`src/rtl/hilo_unit_if.sv`:
```
// Execute-stage bus between the pipeline/multiplier and the HI/LO unit.
// master drives the request side; slave is the hilo_unit itself.
interface hilo_unit_if;
   logic        flush;
   logic        start;
   logic [63:0] product;
   logic [1:0]  acc_op;
   logic        we_hi;
   logic        we_lo;
   logic [31:0] wdata;
   logic        rd_hilo;
   logic [31:0] hi_o;
   logic [31:0] lo_o;
   logic        busy;
   logic        stall_req;

   modport master (
      output flush, start, product, acc_op, we_hi, we_lo, wdata, rd_hilo,
      input  hi_o, lo_o, busy, stall_req
   );

   modport slave (
      input  flush, start, product, acc_op, we_hi, we_lo, wdata, rd_hilo,
      output hi_o, lo_o, busy, stall_req
   );
endinterface

```
`src/rtl/hilo_unit.sv`:
```
// HI/LO register unit: retimes the multiplier product over MULT_LAT (1..4) cycles, then commits it.
// Define HILO_ACC_EN to enable multiply-accumulate (add/sub) on commit.
module hilo_unit #(
   parameter int unsigned MULT_LAT = 2
) (
   input  logic       clk,
   input  logic       rst,
   hilo_unit_if.slave bus
);

   typedef enum logic {StIdle, StRun} state_e;

   state_e      state_q;
   logic        busy_q;
   logic [1:0]  cnt_q;
   logic [63:0] stage_q [MULT_LAT];
   logic [31:0] hi_q;
   logic [31:0] lo_q;
   logic [63:0] commit_val;
   logic        stall_req;
   logic        accept;
   logic        last;

`ifdef HILO_ACC_EN
   logic [1:0]  acc_q;
`else
   logic        unused_acc_op;
   assign unused_acc_op = ^bus.acc_op;
`endif

   // Any instruction touching HI/LO (or a second multiply) must wait out the in-flight one.
   assign stall_req = busy_q & (bus.rd_hilo | bus.start | bus.we_hi | bus.we_lo);
   assign accept    = (state_q == StIdle) & bus.start & ~bus.flush & ~stall_req;
   assign last      = (cnt_q == 2'(MULT_LAT - 1));

   always_comb begin
      commit_val = stage_q[MULT_LAT-1];
`ifdef HILO_ACC_EN
      case (acc_q)
         2'b01:   commit_val = {hi_q, lo_q} + stage_q[MULT_LAT-1];
         2'b10:   commit_val = {hi_q, lo_q} - stage_q[MULT_LAT-1];
         default: commit_val = stage_q[MULT_LAT-1];
      endcase
`endif
   end

   always_ff @(posedge clk or posedge rst) begin
      if (rst) begin
         state_q <= StIdle;
         busy_q  <= 1'b0;
         cnt_q   <= 2'd0;
         hi_q    <= 32'd0;
         lo_q    <= 32'd0;
         for (int i = 0; i < MULT_LAT; i++) begin
            stage_q[i] <= 64'd0;
         end
`ifdef HILO_ACC_EN
         acc_q   <= 2'b00;
`endif
      end else begin
         case (state_q)
            StIdle: begin
               // Flush kills both the MT write and the multiply issue.
               if (!bus.flush) begin
                  if (bus.we_hi) hi_q <= bus.wdata;
                  if (bus.we_lo) lo_q <= bus.wdata;
               end
               if (accept) begin
                  state_q    <= StRun;
                  busy_q     <= 1'b1;
                  cnt_q      <= 2'd0;
                  stage_q[0] <= bus.product;
`ifdef HILO_ACC_EN
                  acc_q      <= bus.acc_op;
`endif
               end
            end
            StRun: begin
               if (bus.flush) begin
                  state_q <= StIdle;
                  busy_q  <= 1'b0;
                  cnt_q   <= 2'd0;
               end else if (last) begin
                  {hi_q, lo_q} <= commit_val;
                  state_q      <= StIdle;
                  busy_q       <= 1'b0;
                  cnt_q        <= 2'd0;
               end else begin
                  cnt_q <= cnt_q + 2'd1;
                  for (int i = 1; i < MULT_LAT; i++) begin
                     stage_q[i] <= stage_q[i-1];
                  end
               end
            end
            default: begin
               state_q <= StIdle;
               busy_q  <= 1'b0;
            end
         endcase
      end
   end

   assign bus.hi_o      = hi_q;
   assign bus.lo_o      = lo_q;
   assign bus.busy      = busy_q;
   assign bus.stall_req = stall_req;

endmodule

```
`src/flat_wrapper.sv`:
```
// flat-port wrapper written by rule: the top's interface ports become plain ports
module hilo_unit_flat 
#(
   parameter int unsigned MULT_LAT = 2
)
  (clk, rst, bus_flush, bus_start, bus_product, bus_acc_op, bus_we_hi, bus_we_lo, bus_wdata, bus_rd_hilo, bus_hi_o, bus_lo_o, bus_busy, bus_stall_req);
  hilo_unit_if bus_i ();
  input  logic clk;
  input  logic rst;
  input wire logic [$bits(bus_i.flush)-1:0] bus_flush;
  input wire logic [$bits(bus_i.start)-1:0] bus_start;
  input wire logic [$bits(bus_i.product)-1:0] bus_product;
  input wire logic [$bits(bus_i.acc_op)-1:0] bus_acc_op;
  input wire logic [$bits(bus_i.we_hi)-1:0] bus_we_hi;
  input wire logic [$bits(bus_i.we_lo)-1:0] bus_we_lo;
  input wire logic [$bits(bus_i.wdata)-1:0] bus_wdata;
  input wire logic [$bits(bus_i.rd_hilo)-1:0] bus_rd_hilo;
  output wire logic [$bits(bus_i.hi_o)-1:0] bus_hi_o;
  output wire logic [$bits(bus_i.lo_o)-1:0] bus_lo_o;
  output wire logic [$bits(bus_i.busy)-1:0] bus_busy;
  output wire logic [$bits(bus_i.stall_req)-1:0] bus_stall_req;
  assign bus_i.flush = bus_flush;
  assign bus_i.start = bus_start;
  assign bus_i.product = bus_product;
  assign bus_i.acc_op = bus_acc_op;
  assign bus_i.we_hi = bus_we_hi;
  assign bus_i.we_lo = bus_we_lo;
  assign bus_i.wdata = bus_wdata;
  assign bus_i.rd_hilo = bus_rd_hilo;
  assign bus_hi_o = bus_i.hi_o;
  assign bus_lo_o = bus_i.lo_o;
  assign bus_busy = bus_i.busy;
  assign bus_stall_req = bus_i.stall_req;
  hilo_unit #(.MULT_LAT(MULT_LAT)) u_core (.clk(clk), .rst(rst), .bus(bus_i));
endmodule
```
`config.mk`:
```
export PLATFORM = sky130hd
export DESIGN_NAME = hilo_unit_flat
export DESIGN_NICKNAME = d
export VERILOG_FILES = /design/src/rtl/hilo_unit_if.sv /design/src/rtl/hilo_unit.sv /design/src/flat_wrapper.sv
export SDC_FILE = /design/constraint.sdc
export NUM_CORES = 1
export LEC_CHECK = 0
export CAP_MARGIN = 20
export CORE_ASPECT_RATIO = 0.7
export CORE_MARGIN = 10
export CORE_UTILIZATION = 40
export DETAILED_ROUTE_END_ITERATION = 10
export GPL_TIMING_DRIVEN = 0
export PLACE_DENSITY = 0.65
export SETUP_SLACK_MARGIN = 0.15
export SLEW_MARGIN = 20
export SYNTH_ARGS = -nofsm -noshare
export SYNTH_HDL_FRONTEND = slang
export SYNTH_SLANG_ARGS = --single-unit
```
`constraint.sdc`:
```
create_clock -name clk -period 12.5 [get_ports clk]
set_clock_uncertainty 0.1 [all_clocks]
set_input_delay 2.5 -clock clk [delete_from_list [all_inputs] [get_ports clk]]
set_output_delay 2.5 -clock clk [all_outputs]
set_load 0.05 [all_outputs]
```
==> impl_metrics.env <==
export IMPL_grt_overflow_total=0
export IMPL_hold_violations=0
export IMPL_ios=171
export IMPL_p_leak_nw=4.89
export IMPL_met1_usage_pct=21.1
export IMPL_critPathKind="in -> out"
export IMPL_cts_hold_buffers=0
export IMPL_final_nets=893
export IMPL_fmax_ghz=0.150
export IMPL_slew_headroom_pct=50.6
export IMPL_fp_dieH_microns=139
export IMPL_max_slew_worst_pin_slew_ps=740
export IMPL_gr_max_usage_layer="met2"
export IMPL_vias_per_cell=4.83
export IMPL_use_met2_pct=23.6
export IMPL_grt_util_met3_pct=5.37
export IMPL_final_common_cell="dfrtp_1"
export IMPL_cts_htree_levels=4
export IMPL_core_area_sq_mm=0.0199
export IMPL_synth_enable_flop_cells=0
export IMPL_synth_area_sq_mm=0.00814
export IMPL_slowest_delay_ps=710
export IMPL_clk_latency_ps=430
export IMPL_grt_pass1_wl_microns=32500
export IMPL_rrSetupSlack_ps=10510
export IMPL_synthArstFlopShare_pct=100
export IMPL_cp_start_kind="input port"
export IMPL_io_buffers=168
export IMPL_cpLargestDelayFamily="buffers and inverters"
export IMPL_grt_pass1_vias=5765
export IMPL_clk_pin_slew_worst_paths_ps=70
export IMPL_cts_resized=0
export IMPL_setup_violations=0
export IMPL_period_needed_ps=6670
export IMPL_routabilityCongestion=0.798
export IMPL_cpMostUsedCell="clkdlybuf4s50_1"
export IMPL_finalMaxSlewViolations=0
export IMPL_dp_cells=1039
export IMPL_r2r_cells=5
export IMPL_hpwl_microns=15300
export IMPL_synth_area_per_cell_sq_um=13.6
export IMPL_layout_drive_gt1_share_pct=31.2
export IMPL_layout_common_cells="196 x dfrtp_1, 184 x mux2_2, 168 x clkdlybuf4s50_1"
export IMPL_cp_num_buf_inv=2
export IMPL_slowest_stage="clkdlybuf4s50_1"
export IMPL_maxCapViolCount=0
export IMPL_drt_iter0_markers=246
export IMPL_syn2layout_area_growth_pct=32.4
export IMPL_yosysSeqAreaShare_pct=60.3
export IMPL_root_buffer="clkbuf_16"
export IMPL_ys_seq_elements=196
export IMPL_grtUsageTotal_pct=15.7
export IMPL_cp_end_kind="output pin"
export IMPL_grt_max_degree=111
export IMPL_vdd_drop_max_mv=0.0979
export IMPL_postCtsSetupBuffers=0
export IMPL_crit_arrival_ps=4070
export IMPL_numCtsBuffers=17
export IMPL_hold_path_class="reg -> reg"
export IMPL_yosysWarnings=0
export IMPL_totalPowerFinal_mw=1.88
export IMPL_clockBufferDepth=2
export IMPL_tritoncts="yes"
export IMPL_start_util_pct=40.9
export IMPL_min_to="u_core.commit_val[10]"
export IMPL_synthCells=600
export IMPL_crit_fanout=2
export IMPL_drt_antenna_violating_nets=0
export IMPL_wl_per_cell_microns=19.3
export IMPL_synthFlopType="dfrtp_1"
export IMPL_die_w_microns=191
export IMPL_rr_startpoint="u_core.state_q"
export IMPL_stdcell_count=1075
export IMPL_synth_cell_type_count=23
export IMPL_rsz0062_at_grt="false"
export IMPL_min_from="u_core.stage_q[74]"
export IMPL_utilization_pct=54.1
export IMPL_post_place_ws_ps=5830
export IMPL_status="finished, final reports clean"
export IMPL_num_vias=5189
export IMPL_crit_path_cell_trace="clkdlybuf4s50_1 -> nor4_1 -> nor2_1 -> clkdlybuf4s50_1"
export IMPL_holdPathStages=1
export IMPL_required_ps=9900
export IMPL_fin_ws_ps=5830
export IMPL_synth_net_count=705
export IMPL_die_area_sq_mm=0.0265
export IMPL_wirelength_microns=20800
export IMPL_rows=43
export IMPL_dr_pass1_iters=4
export IMPL_powerDensity_mw_per_mm2=175
export IMPL_antenna_found_initial=3
export IMPL_r2r_end="u_core.bus.lo_o[26]"
export IMPL_fin_setup_tns_ps=0
export IMPL_route_detailed_drc=0
export IMPL_clock_sinks=196
export IMPL_finalCritPeriodShare_pct=53.4
==> registers in the layout (all words and copies together), names as in the netlist <==
register and cells:
u_core.bus.lo_o 32, u_core.bus.hi_o 32, u_core.stage_q 64, u_core.bus.busy 1, u_core.state_q 1, u_core.cnt_q 2
u_core.commit_val 64
==> per-stage QoR <==
stage	hold slack, ps	area [sq um]
3_3_place_gp	382	10200
4_1_cts	407	10800
6_report	400	10800
2_1_floorplan	369	8140
5_1_grt	416	10800
3_5_place_dp	389	10200
==> layer usage <==
metal | share of wire, % | routed length, microns
met1 | 48 | 9950
met2 | 44 | 9170
met3 | 7.1 | 1470
met4 | 0.74 | 153
met5 | 0 | 0
==> logic make-up (layout without fill, tap and decap cells) <==
family / Yosys count / count (layout) / synth area share, %
buf+inv: 35 / 236 / 2.72
other cells: 0 / 4 / 0
flops: 196 / 196 / 60.3
simple gates: 171 / 171 / 9.35
mux: 192 / 192 / 26.8
compound gates: 6 / 6 / 0.845
==> worst max-delay path by stage <==
stage | start | endpoint | slack, ps | cells past startpoint
5_1_grt | bus_we_hi | bus_stall_req | 5730 | 4
6_report | bus_we_hi | bus_stall_req | 5830 | 4
3_5_place_dp | bus_we_hi | bus_stall_req | 5830 | 4
3_3_place_gp | rst | u_core.stage_q[87] | 2280 | 2
2_1_floorplan | rst | u_core.bus.busy | 4560 | 1
4_1_cts | bus_we_hi | bus_stall_req | 5820 | 4
==> power breakdown <==
part / total [mW] / internal (mW) / switching, mW
clock network: 0.529 / 0.273 / 0.255
logic: 0.448 / 0.226 / 0.222
registers: 0.906 / 0.814 / 0.0924
==> cell type report <==
cell class | instances | area (sq um)
Tap cell | 270 | 338
Sequential cell | 196 | 4900
Buffer | 31 | 206
Clock inverter | 12 | 115
Antenna cell | 4 | 10.0
Inverter | 4 | 22.5
Fill cell | 1660 | 9130
Timing Repair Buffer | 169 | 1710
Multi-Input combinational cell | 369 | 3010
Clock buffer | 20 | 457
==> cell usage after synthesis (all sizes together), types with 2 or more instances <==
cell type	count	share of area, %
a31oi	2	0.52
buf	22	2.1
clkbuf	9	0.41
dfrtp	196	60
inv	4	0.18
mux2	192	27
nand2	129	5.9
nand2b	33	2.5
nor2	2	0.092
o22ai	2	0.15
Power figures use the tool's default switching activity.
